[src/rtl/ula_sequencer.sv]
// rtl/ula_sequencer.sv - multi-cycle sequencer for the register-file / SrcB-mux / ULA datapath
//
// Accepts one operation per valid/ready handshake and steps it through EXEC/WRITE
// pairs, repeating (count+1) times with rs1 re-pointed to rd after the first pass.
// Can stop early when the ULA Zero flag is seen, or be cancelled with i_abort.
//
// Ports:
//   clock, reset            rising-edge clock, synchronous active-high reset
//   i_valid / o_ready       request handshake, o_ready only in IDLE
//   i_ula_control, i_alu_src, i_rd, i_rs1, i_rs2, i_imm, i_count, i_stop_on_zero
//                           operation fields, latched on accept
//   i_abort                 cancel (honoured in EXEC, deferred to end of WRITE)
//   i_zero                  ULA Zero flag from datapath
//   o_rf_addr1/2, o_rf_waddr, o_rf_we   register-file control
//   o_alu_src, o_imm, o_ula_control     SrcB mux and ULA control
//   o_busy, o_done, o_zero_flag, o_iters  status

module ula_sequencer #(
  parameter int DATA_W = 8,
  parameter int ADDR_W = 3,
  parameter int CNT_W  = 4
) (
  input  logic              clock,
  input  logic              reset,
  input  logic              i_valid,
  output logic              o_ready,
  input  logic [2:0]        i_ula_control,
  input  logic              i_alu_src,
  input  logic [ADDR_W-1:0] i_rd,
  input  logic [ADDR_W-1:0] i_rs1,
  input  logic [ADDR_W-1:0] i_rs2,
  input  logic [DATA_W-1:0] i_imm,
  input  logic [CNT_W-1:0]  i_count,
  input  logic              i_stop_on_zero,
  input  logic              i_abort,
  input  logic              i_zero,
  output logic [ADDR_W-1:0] o_rf_addr1,
  output logic [ADDR_W-1:0] o_rf_addr2,
  output logic [ADDR_W-1:0] o_rf_waddr,
  output logic              o_rf_we,
  output logic              o_alu_src,
  output logic [DATA_W-1:0] o_imm,
  output logic [2:0]        o_ula_control,
  output logic              o_busy,
  output logic              o_done,
  output logic              o_zero_flag,
  output logic [CNT_W:0]    o_iters
);

  typedef enum logic [1:0] {IDLE, EXEC, WRITE, DONE} state_t;

  state_t              state_q;

  // Latched operation fields that are not directly mirrored on an output.
  logic [ADDR_W-1:0]   rd_q;
  logic [CNT_W-1:0]    cnt_q;
  logic                stop_q;

  logic [ADDR_W-1:0]   rf_addr1_q;
  logic [ADDR_W-1:0]   rf_addr2_q;
  logic [ADDR_W-1:0]   rf_waddr_q;
  logic                rf_we_q;
  logic                alu_src_q;
  logic [DATA_W-1:0]   imm_q;
  logic [2:0]          ula_q;
  logic                done_q;
  logic                zero_q;
  logic [CNT_W:0]      iters_q;

  // The write completing now is the last one when iters_q (writes already done)
  // equals count, i.e. this write brings the total to count+1.
  logic                last_iter;
  logic [CNT_W:0]      iters_inc;

  assign last_iter = (iters_q == {1'b0, cnt_q});
  assign iters_inc = iters_q + {{CNT_W{1'b0}}, 1'b1};

  always_ff @(posedge clock) begin
    if (reset) begin
      state_q    <= IDLE;
      rd_q       <= '0;
      cnt_q      <= '0;
      stop_q     <= 1'b0;
      rf_addr1_q <= '0;
      rf_addr2_q <= '0;
      rf_waddr_q <= '0;
      rf_we_q    <= 1'b0;
      alu_src_q  <= 1'b0;
      imm_q      <= '0;
      ula_q      <= '0;
      done_q     <= 1'b0;
      zero_q     <= 1'b0;
      iters_q    <= '0;
    end else begin
      done_q <= 1'b0;
      case (state_q)
        IDLE: begin
          if (i_valid) begin
            rd_q       <= i_rd;
            cnt_q      <= i_count;
            stop_q     <= i_stop_on_zero;
            rf_addr1_q <= i_rs1;
            rf_addr2_q <= i_rs2;
            rf_waddr_q <= '0;
            rf_we_q    <= 1'b0;
            alu_src_q  <= i_alu_src;
            imm_q      <= i_imm;
            ula_q      <= i_ula_control;
            zero_q     <= 1'b0;
            iters_q    <= '0;
            state_q    <= EXEC;
          end
        end
        EXEC: begin
          zero_q <= i_zero;
          if (i_abort) begin
            done_q     <= 1'b1;
            rf_addr1_q <= '0;
            rf_addr2_q <= '0;
            rf_waddr_q <= '0;
            rf_we_q    <= 1'b0;
            alu_src_q  <= 1'b0;
            imm_q      <= '0;
            ula_q      <= '0;
            state_q    <= DONE;
          end else begin
            // Read addresses and ULA control stay put; only the write strobe rises.
            rf_we_q    <= 1'b1;
            rf_waddr_q <= rd_q;
            state_q    <= WRITE;
          end
        end
        WRITE: begin
          iters_q    <= iters_inc;
          rf_we_q    <= 1'b0;
          rf_waddr_q <= '0;
          // zero_q already holds the Zero sampled at the end of the preceding EXEC.
          if (last_iter || (stop_q && zero_q) || i_abort) begin
            done_q     <= 1'b1;
            rf_addr1_q <= '0;
            rf_addr2_q <= '0;
            alu_src_q  <= 1'b0;
            imm_q      <= '0;
            ula_q      <= '0;
            state_q    <= DONE;
          end else begin
            // Accumulate: later iterations read the destination as the first source.
            rf_addr1_q <= rd_q;
            state_q    <= EXEC;
          end
        end
        DONE: begin
          state_q <= IDLE;
        end
        default: begin
          state_q <= IDLE;
        end
      endcase
    end
  end

  assign o_ready       = (state_q == IDLE);
  assign o_busy        = (state_q != IDLE);
  assign o_rf_addr1    = rf_addr1_q;
  assign o_rf_addr2    = rf_addr2_q;
  assign o_rf_waddr    = rf_waddr_q;
  assign o_rf_we       = rf_we_q;
  assign o_alu_src     = alu_src_q;
  assign o_imm         = imm_q;
  assign o_ula_control = ula_q;
  assign o_done        = done_q;
  assign o_zero_flag   = zero_q;
  assign o_iters       = iters_q;

endmodule

[config.mk]
export PLATFORM = sky130hd
export DESIGN_NAME = ula_sequencer
export DESIGN_NICKNAME = d
export VERILOG_FILES = /design/src/rtl/ula_sequencer.sv
export SDC_FILE = /design/constraint.sdc
export NUM_CORES = 1
export LEC_CHECK = 0
export CORE_UTILIZATION = 35
export CTS_CLUSTER_DIAMETER = 30
export DETAILED_ROUTE_END_ITERATION = 10
export GPL_TIMING_DRIVEN = 0
export PLACE_DENSITY = 0.76
export REMOVE_ABC_BUFFERS = 1
export SLEW_MARGIN = 20
export SYNTH_ARGS = -nofsm -noshare
export SYNTH_HDL_FRONTEND = slang
export SYNTH_SLANG_ARGS = --single-unit
[constraint.sdc]
create_clock -name clock -period 5.8 [get_ports clock]
set_clock_uncertainty 0.05 [all_clocks]
set_input_delay 0.87 -clock clock [delete_from_list [all_inputs] [get_ports clock]]
set_output_delay 0.87 -clock clock [all_outputs]
set_load 0.02 [all_outputs]
After elaboration in Yosys (flattened, before gate mapping)

Index checks and enable logic that the tools add are counted.
Widths: inputs -> output; s select.

Logic and storage cells: 69
Output and inout bits: 31
Bits in read-only memories: 0
Input bits: 31
Memories: 0
Bits in writable memories: 0
Register bits after elaboration: 39
Bits in latches: 0

$mul: 0
Order comparisons: 0
Shifts and indexed selects: 0
Bitwise logic cells: 0
Multiplexer cells: 33
Reduce and logical (&&, ||, !) cells: 14
Divide/modulo/power cells: 0
Equal/unequal tests: 7
Add/sub/neg operators: 1

Operators by type and width:

| kind                | count |
|---|---|
| $pmux 3 s3          | 4 |
| $mux 3              | 8 |
| $mux 8              | 3 |
| $pmux 8 s3          | 1 |
| $pmux 5 s2          | 1 |
| $mux 1              | 8 |
| $pmux 2 s4          | 1 |
| $reduce_and 2->1    | 4 |
| $ne 2x2->1 const B  | 3 |
| $pmux 1 s3          | 2 |
| $reduce_bool 2->1   | 3 |
| $add 5x1->5 const B | 1 |
| $eq 5x4->1          | 1 |
| $mux 5              | 1 |
| $eq 2x2->1 const B  | 2 |
| $mux 2              | 2 |
| $pmux 1 s2          | 2 |
| $reduce_and 4->1    | 1 |
| $reduce_and 3->1    | 1 |
| $reduce_bool 3->1   | 1 |
| $eq 2x1->1 const B  | 1 |
| $logic_not 2->1     | 1 |
| $logic_or 1x1->1    | 2 |
| $logic_and 1x1->1   | 1 |

Depth between registers and ports, before layout

Word-level depth: 5
Depth in mapped cells: 10
Gate-level depth less buffers: 7

Least setup slack after synthesis

No wires, ideal clock.

Kind: register to register
From: register state_q[0]
To: register alu_src_q (netlist: o_alu_src)
Required time: 5.618 ns
Data arrival time: 1.891 ns
Setup time: 0.132 ns
Setup slack: 3.727 ns
Stages on the path, launching flop included: 11
Cells stage by stage: dfxtp_1 > inv_1 > ha_1 > buf_6 > nor2b_4 > buf_6 > or3_1 > buf_6 > buf_6 > o21ai_1 > a21oi_1

Cells in the longest elaborated chain, start to end: 3

RTL lines:

| what                                                                    | RTL line | RTL |
|---|---|---|
| start, declared                                                         | 52       | `state_t state_q;` |
| start signal, assigned                                                  | 80       | `state_q <= IDLE;` |
| start signal, assigned                                                  | 111      | `state_q <= EXEC;` |
| start signal, assigned                                                  | 125      | `state_q <= DONE;` |
| $logic_not 2->1 *                                                       | n/a      |  |
| named net o_ready                                                       | 26       | `output logic o_ready,` |
| $ne 2x2->1 (no source line) / $reduce_bool 3->1 (equally long branches) | n/a      |  |
| $reduce_and 4->1 (no source line)                                       | n/a      |  |
| end signal, assigned                                                    | 106      | `alu_src_q <= i_alu_src;` |
| end, declared                                                           | 63       | `logic alu_src_q;` |

The timed path passes the listed nets; every way through them passes the cells marked *.
A chain may end at the register's enable or synchronous reset.

Worst setup path after layout

From: register state_q[0]
To: output o_busy

Cells in the longest elaborated chain, start to end: 1

RTL lines:

| what              | RTL line | RTL |
|---|---|---|
| $reduce_bool 2->1 | 163      | `assign o_busy = (state_q != IDLE);` |
| end, declared     | 44       | `output logic o_busy,` |

No other way between the ends.

==> metrics.md <==
| Metric | Value |
|---|---|
| EDFF count, synth | `0` |
| Period minus WS final | `roughly 2.8 ns` |
| CP Capture Type | `output port` |
| Mapped Cells | `203` |
| Crit path DAT | `between 1.5 and 2 ns` |
| P_leak | `around 0.9 nW` |
| Setup TNS | `0 ns` |
| Routed vias | `approximately 1700` |
| CTS tree | `built` |
| Final period util | `between 40% and 50%` |
| Max-slew headroom | `between 50% and 60%` |
| Sequential-to-total area share from yosys stat | `45.1%` |
| Peak VDD IR | `~0.0002 V` |
| Share of cells above drive strength 1 | `between 4 and 5%` |
| Clock-pin slew on the worst setup and hold paths | `0.07 ns` |
| Layout Cells excl Fill | `roughly 320` |
| Ys flop type | `dfxtp_1` |
| Setup WS pre-CTS | `around 2.9 ns` |
| GRT Overall Usage | `18.1%` |
| Inst Count DP | `approximately 320` |
| Post-CTS Resized | `0` |
| Final #Nets | `just under 300` |
| Core Box Area | `4750 sq um` |
| Largest net degree at the start of global routing | `38` |
| Iteration count of the initial detailed-routing pass | `4` |
| Asr flop ratio synth | `0%` |
| Port bufs | `about 60` |
| Worst-margin pin slew | `0.693 ns` |
| Path type of the worst min-delay path | `reg2reg` |
| Post-synthesis cell type count | `34` |
| Slew Limit Fails | `0` |
| Number of global-route vias before repair | `about 1600` |
| Initial antenna violation count | `0` |
| Post-CTS Repair Setup Buffers | `0` |
| Slowest cell delay on critical path | `between 0.6 and 0.7 ns` |
| Synth warn | `0` |
| Overall Power | `about 1000 uW` |
| Layout area overhead | `39.9%` |
| Worst path required time | `between 4 and 5 ns` |
| Die X | `72.3 um` |
| # fillers | `approximately 470` |
| Num Clock Sinks | `39` |
| CP Cell Sequence | `inv_1, ha_1, inv_1, clkdlybuf4s50_1` |
| CTS Hold Bufs | `0` |
| Crit start category | `register` |
| Initial Util | `36.4%` |
| Max stage delay cell, worst path | `clkdlybuf4s50_1` |
| DP HPWL | `slightly above 3000 um` |
| DRC viols | `0` |
| Die ar. | `~5200 sq um` |
| Routability cong. | `0.814` |
| Root Buffer Master | `clkbuf_8` |
| DIE HEIGHT | `72.3 um` |
| Final wirelength | `between 4000 and 5000 um` |
| Setup ws final | `~3 ns` |
| IO Pins | `62` |
| Post-route antenna net violation count | `0` |
| Global-route wire length before repair | `approximately 7300 um` |
| CP bufs+invs | `3` |
| Run status | `finished clean` |
| Vias/cell | `5.22` |
| Max cap viols | `0` |
| Crit path max fanout | `9` |
| Fin. Hold Viols | `0` |
| P per Cell Area | `404 nW/um^2` |
| FP Rows | `25` |
| Drt wl/cell | `14.0 um` |
| ANT cells | `0` |
| Final setup vio count | `0` |
| Starting DRT DRC Count | `96` |
| Crit path kind | `reg2out` |
| RSZ-0062 raised after global routing | `no` |
| Synth Register Bits | `39` |
| Later-pin clock latency in the skew report | `roughly 0.28 ns` |
| Most Frequent Cell on Critical Path | `inv_1` |
| Netlist Area Pre-Place | `about 1700 sq um` |
| Number of buffers created by CTS | `5` |
| Mean Syn Cell Area | `8.52 sq um` |
| Max Root-Sink Buffers | `2` |
| Max Clock Freq | `0.355 GHz` |
| Grt total ovfl | `0` |
| Clock H-tree levels | `2` |
| CP top delay family | `buffers and inverters` |
placed cells by master (no fill, tap or decap), types with 2 or more instances in the layout:
cell type | Yosys | final
a32oi_1 | 2 | 2
xor2_1 | 3 | 3
clkdlybuf4s50_1 | 0 | 60
nor3_1 | 4 | 4
ha_1 | 5 | 5
clkbuf_8 | 0 | 6
nand3_1 | 6 | 6
dfxtp_1 | 39 | 39
nand4_1 | 17 | 17
nor2_1 | 13 | 13
inv_1 | 3 | 3
xnor2_1 | 4 | 4
nand2_1 | 22 | 22
o21ai_0 | 11 | 11
nand2b_1 | 2 | 2
o21ai_1 | 9 | 9
a21oi_1 | 32 | 32
a221oi_1 | 3 | 3
synth_stat cells, types with 2 or more instances:
library cell   n  area (sq um)
buf_2          3          15.0
o21ai_0       11          55.1
nand3_1        6          30.0
xor2_1         3          26.3
a221oi_1       3          26.3
nand4_1       17           106
nor3_1         4          20.0
xnor2_1        4          35.0
buf_6          4          45.0
a32oi_1        2          17.5
a21oi_1       32           160
ha_1           5          62.6
nand2_1       22          82.6
o21ai_1        9          45.0
inv_1          3          11.3
nor2_1        13          48.8
dfxtp_1       39           781
nand2b_1       2          12.5
clkbuf_1       6          22.5
through the flow:
stage | hold slack (ns) | utilization, % | area (sq um)
after floorplan | 0.380 | - | 1640
after global placement | 0.396 | 49.2 | 2340
after detailed placement | 0.410 | 49.1 | 2330
after CTS | 0.420 | 50.9 | 2420
after global routing | 0.438 | 50.9 | 2420
final | 0.414 | 50.9 | 2420
flip-flops by register name, summed over array words and instances (netlist names), 2 cells and up:
signal,cells
o_rf_waddr,3
o_imm,8
state_q,2
cnt_q,4
o_rf_addr1,3
o_iters,5
rd_q,3
o_rf_addr2,3
o_ula_control,3
power breakdown:
group / leakage [nW] / internal [mW] / switching [mW]
Clock: 0.0470 / 0.0933 / 0.0895
Sequential: 0.319 / 0.321 / 0.0346
Combinational: 0.509 / 0.179 / 0.261
layout make-up:
| class | instances | area (sq um) | share of cell area (%) |
|---|---|---|---|
| tap | 67 | 83.8 | 3.46 |
| inverter | 4 | 15.0 | 0.620 |
| sequential | 39 | 781 | 32.2 |
| clock inverter | 1 | 5.00 | 0.207 |
| timing repair buffer | 61 | 606 | 25.0 |
| multi-input combinational | 146 | 848 | 35.0 |
| clock buffer | 6 | 82.6 | 3.41 |
path summary, 6_finish.rpt:
kind | start | slack [ns] | end | cells after the start
max reg2reg | state_q[1]$_SDFFE_PP0P_ | 3.53 | o_rf_addr1[1]$_SDFFE_PP0P_ | 6
max | state_q[0]$_SDFFE_PP0P_ | 2.99 | o_busy | 4
min reg2reg | o_ula_control[1]$_SDFFE_PP0P_ | 0.41 | o_ula_control[1]$_SDFFE_PP0P_ | 2
min | o_ula_control[1]$_SDFFE_PP0P_ | 0.41 | o_ula_control[1]$_SDFFE_PP0P_ | 2
tightest hold or removal path, stage by stage, from the launching register on:
cell and delay (ns):
dfxtp_1 0.32, o21ai_2 0.05, a21oi_1 0.05
routing by layer:
| metal | up-vias | part of all wire (%) | global-route usage [%] |
|---|---|---|---|
| met2 | 57 | 50 | 29.5 |
| li1 | 836 | - | - |
| met5 | - | 0 | 0 |
| met1 | 795 | 44 | 23.0 |
| met3 | 2 | 4.3 | 5.00 |
| met4 | 0 | 0.84 | 6.54 |
cell families after synthesis:
logic type | after synthesis | share of synthesized area, %
compound gates | 65 | 21.7
xor+xnor | 7 | 3.54
fa+ha+maj | 5 | 3.62
buf+inv | 18 | 5.86
flops | 39 | 45.1
simple gates | 69 | 20.2
No activity file was read; power rests on OpenSTA's default activity.
